==> config.mk <==
export PLATFORM = sky130hd
export DESIGN_NAME = mux_arb_rr
export DESIGN_NICKNAME = d
export VERILOG_FILES = /design/src/rtl/mux_arb_rr.sv
export SDC_FILE = /design/constraint.sdc
export NUM_CORES = 1
export LEC_CHECK = 0
export BUFFER_PORTS_ARGS = -buffer_cell sky130_fd_sc_hd__clkbuf_2
export CAP_MARGIN = 15
export CORE_MARGIN = 4
export CORE_UTILIZATION = 39
export DETAILED_ROUTE_END_ITERATION = 16
export PLACE_DENSITY = 0.73
export SKIP_CTS_REPAIR_TIMING = 1
export SLEW_MARGIN = 20
export SYNTH_ARGS = -nofsm -noshare
export SYNTH_HDL_FRONTEND = slang
export SYNTH_SLANG_ARGS = --single-unit
==> constraint.sdc <==
create_clock -name clk -period 2.5 [get_ports clk]
set_clock_uncertainty 0.05 [all_clocks]
set_input_delay 0.375 -clock clk [delete_from_list [all_inputs] [get_ports clk]]
set_output_delay 0.375 -clock clk [all_outputs]
set_load 0.03 [all_outputs]
==> src/rtl/mux_arb_rr.sv <==
// N-input, W-bit round-robin arbitrated mux with valid/ready handshakes and a one-entry output buffer.
// Optional per-input saturating grant counters on port grant_count when MUX_ARB_RR_STATS_EN is defined.
module mux_arb_rr #(
    parameter int p_nbits = 8,
    parameter int p_ninputs = 4,
    localparam int c_sel_nbits = $clog2(p_ninputs)
) (
    input  logic                           clk,
    input  logic                           reset,
    input  logic [p_ninputs-1:0]           in_val,
    output logic [p_ninputs-1:0]           in_rdy,
    input  logic [p_ninputs*p_nbits-1:0]   in_msg,
    output logic                           out_val,
    input  logic                           out_rdy,
    output logic [p_nbits-1:0]             out_msg,
`ifdef MUX_ARB_RR_STATS_EN
    output logic [p_ninputs*16-1:0]        grant_count,
`endif
    output logic [c_sel_nbits-1:0]         out_sel
);

    localparam logic [c_sel_nbits-1:0] c_last = c_sel_nbits'(p_ninputs - 1);

    logic [c_sel_nbits-1:0] ptr;
    logic [p_ninputs-1:0]   grant_p0;
    logic [c_sel_nbits-1:0] idx_p0;
    logic [c_sel_nbits-1:0] cand_p0;
    logic                   any_p0;
    logic [p_nbits-1:0]     msg_p0;
    logic                   can_accept;
    logic                   xfer_p0;

    logic                   vld_p1;
    logic [p_nbits-1:0]     msg_p1;
    logic [c_sel_nbits-1:0] sel_p1;

    // Index k positions after the pointer; explicit wrap keeps non-power-of-two N in range.
    function automatic logic [c_sel_nbits-1:0] rot_idx(input logic [c_sel_nbits-1:0] base,
                                                      input int k);
        int s;
        s = int'(base) + k;
        if (s >= p_ninputs) begin
            s = s - p_ninputs;
        end
        return c_sel_nbits'(s);
    endfunction

    function automatic logic [c_sel_nbits-1:0] next_ptr(input logic [c_sel_nbits-1:0] i);
        return (i == c_last) ? '0 : i + c_sel_nbits'(1);
    endfunction

    // ---- stage p0: combinational arbitration and payload select ----
    always_comb begin
        grant_p0 = '0;
        idx_p0   = '0;
        cand_p0  = '0;
        any_p0   = 1'b0;
        for (int k = 0; k < p_ninputs; k++) begin
            cand_p0 = rot_idx(ptr, k);
            if (!any_p0 && in_val[cand_p0]) begin
                any_p0 = 1'b1;
                idx_p0 = cand_p0;
            end
        end
        grant_p0[idx_p0] = any_p0;
    end

    always_comb begin
        msg_p0 = '0;
        for (int i = 0; i < p_ninputs; i++) begin
            if (idx_p0 == c_sel_nbits'(i)) begin
                msg_p0 = in_msg[i*p_nbits +: p_nbits];
            end
        end
    end

    assign can_accept = !vld_p1 || out_rdy;
    assign xfer_p0    = any_p0 && can_accept && !reset;
    assign in_rdy     = grant_p0 & {p_ninputs{can_accept && !reset}};

    // ---- stage p1: one-entry output buffer ----
    always_ff @(posedge clk) begin
        if (reset) begin
            vld_p1 <= 1'b0;
            msg_p1 <= '0;
            sel_p1 <= '0;
            ptr    <= '0;
        end else if (xfer_p0) begin
            vld_p1 <= 1'b1;
            msg_p1 <= msg_p0;
            sel_p1 <= idx_p0;
            ptr    <= next_ptr(idx_p0);
        end else if (vld_p1 && out_rdy) begin
            vld_p1 <= 1'b0;
        end
    end

    assign out_val = vld_p1;
    assign out_msg = msg_p1;
    assign out_sel = sel_p1;

`ifdef MUX_ARB_RR_STATS_EN
    function automatic logic [15:0] sat_inc(input logic [15:0] c);
        return (c == 16'hFFFF) ? c : c + 16'd1;
    endfunction

    always_ff @(posedge clk) begin
        if (reset) begin
            grant_count <= '0;
        end else begin
            for (int i = 0; i < p_ninputs; i++) begin
                if (xfer_p0 && grant_p0[i]) begin
                    grant_count[i*16 +: 16] <= sat_inc(grant_count[i*16 +: 16]);
                end
            end
        end
    end
`endif

endmodule

# Yosys cells after proc, flatten, opt, wreduce, memory -nomap -nowiden
# Cells that the tools add are included.
[totals]
register_bits = 13
[classes]
addsub = 8
magnitude_cmp = 10
n_eq_ne = 3
muxes = 29
bitwise = 2
n_reduce_logical = 16
[ops]
columns = ["operator", "count"]
rows = [
  ["two-way mux 8 bit", 4],
  ["two-way mux 2 bit", 9],
  ["less-than comparator 2 x 3 -> 1 bit, second input constant", 5],
  ["two-way mux 1 bit", 11],
  ["greater-or-equal comparator 3 bit, second input constant", 3],
  ["AND 4 bit", 2],
  ["binary-select mux 1 bit (select 2 bit)", 4],
  ["logical AND 1 bit", 8],
  ["subtractor 2 x 1 -> 2 bit, second input constant", 4],
  ["adder 2 x 2 -> 3 bit, second input constant", 2],
  ["zero test 1 bit", 5],
  ["equality test 2 bit, second input constant", 2],
  ["adder 2 x 1 -> 3 bit, second input constant", 1],
  ["greater-or-equal comparator 2 x 3 -> 1 bit, second input constant", 1],
  ["adder 2 x 1 -> 2 bit, second input constant", 1],
  ["demux 1 bit (select 2 bit)", 1],
  ["equality test 2 x 1 -> 1 bit, second input constant", 1],
  ["greater-or-equal comparator 2 x 1 -> 1 bit, second input constant", 1],
  ["zero test 2 bit", 1],
  ["nonzero test 2 bit", 1],
  ["logical OR 1 bit", 1],
]

# Depth between registers and ports, before layout
[logic_depth]
depth_word = 20
depth_mapped = 11
depth_no_buf = 9

# Least setup slack after synthesis
# OpenSTA, ideal clock, no wires.
[synth_path]
path_type = "input port to output port"
startpoint = "input port in_val[2]"
endpoint = "output port in_rdy[3]"
arrival_time_ns = 1.982
t_required_ns = 2.075
setup_slack_ns = 0.093
cell_stages = 8
path_buffers = 2
path_cell_list = "nor2b_1 a21boi_0 o32ai_1 inv_1 ha_1 clkbuf_1 buf_2 and2_1"
[synth_between]
elab_chain_len = 18
word_cells_on_any_way = 29
[synth_lines]
columns = ["element", "line", "rtl"]
rows = [
  ["start, declared", "10", "input logic [p_ninputs-1:0] in_val,"],
  ["binary-select mux 1 bit (select 2 bit)", "60", "if (!any_p0 && in_val[cand_p0]) begin"],
  ["two-way mux 1 bit (not written as such)", "60", ""],
  ["two-way mux 1 bit", "60", ""],
  ["zero test 1 bit", "60", ""],
  ["logical AND 1 bit", "60", ""],
  ["two-way mux 1 bit", "60", ""],
  ["zero test 1 bit", "60", ""],
  ["logical AND 1 bit", "60", ""],
  ["[... 3 more ...]", "n/a", ""],
  ["two-way mux 2 bit *", "60", ""],
  ["net idx_p0[1]", "26", "logic [c_sel_nbits-1:0] idx_p0;"],
  ["less-than comparator 2 x 3 -> 1 bit (not written as such) or greater-or-equal comparator 2 x 1 -> 1 bit (tied branches)", "65", "grant_p0[idx_p0] = any_p0;"],
  ["logical AND 1 bit (not written as such)", "65", ""],
  ["two-way mux 1 bit (not written as such)", "65", ""],
  ["demux 1 bit (select 2 bit) *", "65", ""],
  ["AND 4 bit (no source line) *", "n/a", ""],
  ["AND 4 bit *", "79", "assign in_rdy = grant_p0 & {p_ninputs{can_accept && !reset}};"],
  ["end, declared", "11", "output logic [p_ninputs-1:0] in_rdy,"],
]
# Mark *: on every way through the listed nets, which the timed path passes. The rest lies on a longest branch. The select of a mux whose other input is x is not followed.

# Final worst setup path
[layout_path]
startpoint = "register ptr[0]"
endpoint = "output port in_rdy[2]"
[layout_between]
elab_chain_len = 20
word_cells_on_any_way = 44
[layout_lines]
columns = ["element", "line", "rtl"]
rows = [
  ["start, declared", "24", "logic [c_sel_nbits-1:0] ptr;"],
  ["start signal, assigned", "92", "ptr <= next_ptr(idx_p0);"],
  ["parallel branches: the longest is 13 deep, another holds adder 2 x 1 -> 3 bit", "n/a", ""],
  ["two-way mux 2 bit *", "60", ""],
  ["net idx_p0[0]", "26", ""],
  ["less-than comparator 2 x 3 -> 1 bit (not written as such) or greater-or-equal comparator 2 x 1 -> 1 bit (tied branches)", "65", ""],
  ["logical AND 1 bit (not written as such)", "65", ""],
  ["two-way mux 1 bit (not written as such)", "65", ""],
  ["demux 1 bit (select 2 bit) *", "65", ""],
  ["AND 4 bit (no source line) *", "n/a", ""],
  ["AND 4 bit *", "79", ""],
]
# Mark *: on every way through the listed nets, which the timed path passes. The select of a mux whose other input is x is not followed.

==> impl_metrics.py <==
metrics = {
    "run_status": {
        "status": "finished clean",
    },
    "clocking": {
        "worst_skew_pair.late_latency_ns": 0.28,
        "clk_transition_reported_paths_ns": 0.09,
        "cts_num_sinks": 13,
        "tritoncts_buffer_count": 3,
        "cts-root-to-sink-buffers": 2,
        "cts-root-buf": "sky130_fd_sc_hd__clkbuf_4",
        "ctsHtreeMaxLevel": 1,
        "clock_tree_from_tritoncts": "built",
    },
    "grt": {
        "grtUsageTotal_pct": 16.3,
        "groute.layer.met3.usage_pct": 2.67,
        "globalRouteMet1Util_pct": 18.9,
        "globalRoute.busiestLayer": "met2",
        "grt_antenna_before_repair": 0,
        "grt_pass1_wl_um": 4320,
        "grt_start_max_net_pins": 18,
        "global_route.overflow_total": 0,
        "use_met2_pct": 30.6,
        "vias_in_the_first_global_route": 1013,
    },
    "placed_design": {
        "numPortBuffers": 53,
        "dp_slack_ns": 0.0759,
        "numPlacedInstances": 200,
        "gp_congestion": 0.812,
        "hpwlAfterDp_um": 2190,
    },
    "floorplanning": {
        "initial_utilization_pct": 42.5,
        "core_region_um2": 2280,
        "num_io_pins": 54,
        "rows": 17,
        "die-height_um": 57.8,
        "die_w_um": 57.8,
        "die_area_um2": 3340,
    },
    "detailed_routing": {
        "dr.pass1.iters": 4,
        "route.detailed.wl_per_inst_um": 13.4,
        "drt_iter0_drc": 18,
        "drc": 0,
        "antenna_left": 0,
        "vias": 1075,
        "route.detailed.vias_per_inst": 5.24,
        "wirelength_routed_um": 2750,
    },
    "synth": {
        "netlist_top_cells_area": "sky130_fd_sc_hd__dfxtp_1, sky130_fd_sc_hd__a221oi_2, sky130_fd_sc_hd__a21oi_1, sky130_fd_sc_hd__nor3_2, sky130_fd_sc_hd__ha_1",
        "synth_sequential_area_ratio_pct": 26.9,
        "number_of_standard_cells_after_synthesis": 124,
        "synth_common_cells": "sky130_fd_sc_hd__a21oi_1, sky130_fd_sc_hd__dfxtp_1, sky130_fd_sc_hd__nor2_1",
        "synth.cell_area_um2": 967,
        "async_flop_share_pct": 0,
        "synthesis.nets": 167,
        "count_leader_synth": "sky130_fd_sc_hd__a21oi_1",
        "synth-edff-count": 0,
        "dominantRegCellSynth": "sky130_fd_sc_hd__dfxtp_1",
        "synth_top_area_share_pct": 26.9,
        "synth.distinct_cells": 28,
        "post-synth-top-area-cell": "sky130_fd_sc_hd__dfxtp_1",
        "syn_area_per_cell_um2": 7.80,
        "synth-seq-cells": 13,
        "yosys_warns": 0,
    },
    "layout": {
        "finish.utilization_pct": 56.9,
        "final-instance-count-excl-fill": 205,
        "layout-drive-gt1-share_pct": 46.3,
        "antennaDiodeCount": 0,
        "fillCellCount": 218,
        "final_net_count": 221,
        "area_growth_pct": 33.9,
    },
    "timing": {
        "tightestPinTransition_ns": 0.508,
        "finalCritPeriodShare_pct": 93.1,
        "drv_slew": 0,
        "setup_repair_after_global_routing_missed_its_margin": "false",
        "setup_viol": 0,
        "worst_slew_margin_rel_pct": 66.0,
        "final-hold-violation-count": 0,
        "worst_slack_setup_final_ns": 0.172,
        "final.min_clock_period_ns": 2.33,
        "setup_total_negative_slack_ns": 0,
        "achievable-frequency_ghz": 0.430,
        "holdWs_ns": 0.354,
    },
    "power": {
        "power.static_leakage_uw": 0.000629,
        "cellPowerDensity_nw_per_um2": 560,
        "irDropWorstVdd_uv": 315,
    },
    "critical_path": {
        "critPathMaxFanout": 13,
        "critPathKind": "flip-flop to primary output",
        "endpoint_kind": "primary output",
        "timing.critical_path.from_type": "flip-flop",
        "critical_path_arrival_ns": 1.90,
        "critPathRequiredTime_ns": 2.08,
    },
    "worst_hold_path": {
        "hold_path.class": "input port to flip-flop",
    },
    "flow_run": {
        "max_capacitance_violation_total": 0,
    },
}
cell families (layout without fill, tap and decap cells):
group           Yosys count  after routing  synth area share [%]
simple gates             46             46                  27.9
compound gates           41             41                  30.9
buf+inv                  20             73                  9.06
flops                    13             13                  26.9
fa+ha+maj                 4              4                  5.17
power by group:
| group | total, uW | leakage [uW] | internal (uW) | switching (uW) |
|---|---|---|---|---|
| clock | 140 | 0.0000150 | 61.9 | 78.3 |
| sequential | 247 | 0.000108 | 232 | 15.8 |
| combinational | 337 | 0.000506 | 133 | 205 |
cell usage in the layout (no fill, tap or decap), types with 3 or more instances in the layout:
cell type and instances:
sky130_fd_sc_hd__nor2b_1 6, sky130_fd_sc_hd__nand2_1 9, sky130_fd_sc_hd__clkbuf_2 53, sky130_fd_sc_hd__a21oi_1 16
sky130_fd_sc_hd__buf_4 6, sky130_fd_sc_hd__clkbuf_4 3, sky130_fd_sc_hd__nor3_2 7, sky130_fd_sc_hd__a221oi_2 6
sky130_fd_sc_hd__dfxtp_1 12, sky130_fd_sc_hd__o21ai_0 10, sky130_fd_sc_hd__inv_1 10, sky130_fd_sc_hd__nor2_1 13
sky130_fd_sc_hd__and2_1 4
worst paths after layout:
kind	startpoint	endpoint	slack (ns)	cells past startpoint
min	in_msg[24]	out_msg[0]	0.35	3
min reg2reg	out_sel[0]	out_sel[0]	0.43	2
max	ptr[0]	in_rdy[2]	0.17	7
max reg2reg	ptr[0]	out_msg[6]	0.41	9
state kept, by name (all words and copies together), names as in the netlist:
register	cells
out_sel	2
out_val	1
out_msg	8
ptr	2
layer usage:
layer / share of wire (%) / vias to the layer above
met3: 7.5 / 4
li1: - / 542
met1: 41 / 495
met5: 0 / -
met2: 51 / 34
met4: 0.62 / 0
per-stage QoR:
step	power [uW]	area, um^2
6_report	725	1290
5_1_grt	773	1290
4_1_cts	721	1280
3_5_place_dp	583	1250
3_3_place_gp	574	1250
2_1_floorplan	480	967
layout make-up:
class	count	area (um^2)	area share, %
clock buffers	4	26.3	2.03
inverters	10	37.5	2.90
multi-input cells	91	624	48.2
flip-flops and latches	13	262	20.2
well taps	28	35.0	2.71
repair buffers	59	310	24.0
critical path: stages, from the launching register on:
cell,delay [ns]
sky130_fd_sc_hd__dfxtp_1,0.35
sky130_fd_sc_hd__nor2b_1,0.16
sky130_fd_sc_hd__nor2_1,0.08
sky130_fd_sc_hd__o221a_2,0.27
sky130_fd_sc_hd__inv_1,0.08
sky130_fd_sc_hd__ha_2,0.31
sky130_fd_sc_hd__and2_1,0.16
sky130_fd_sc_hd__clkbuf_2,0.20
Note: power is estimated with default switching activity, not from simulation.
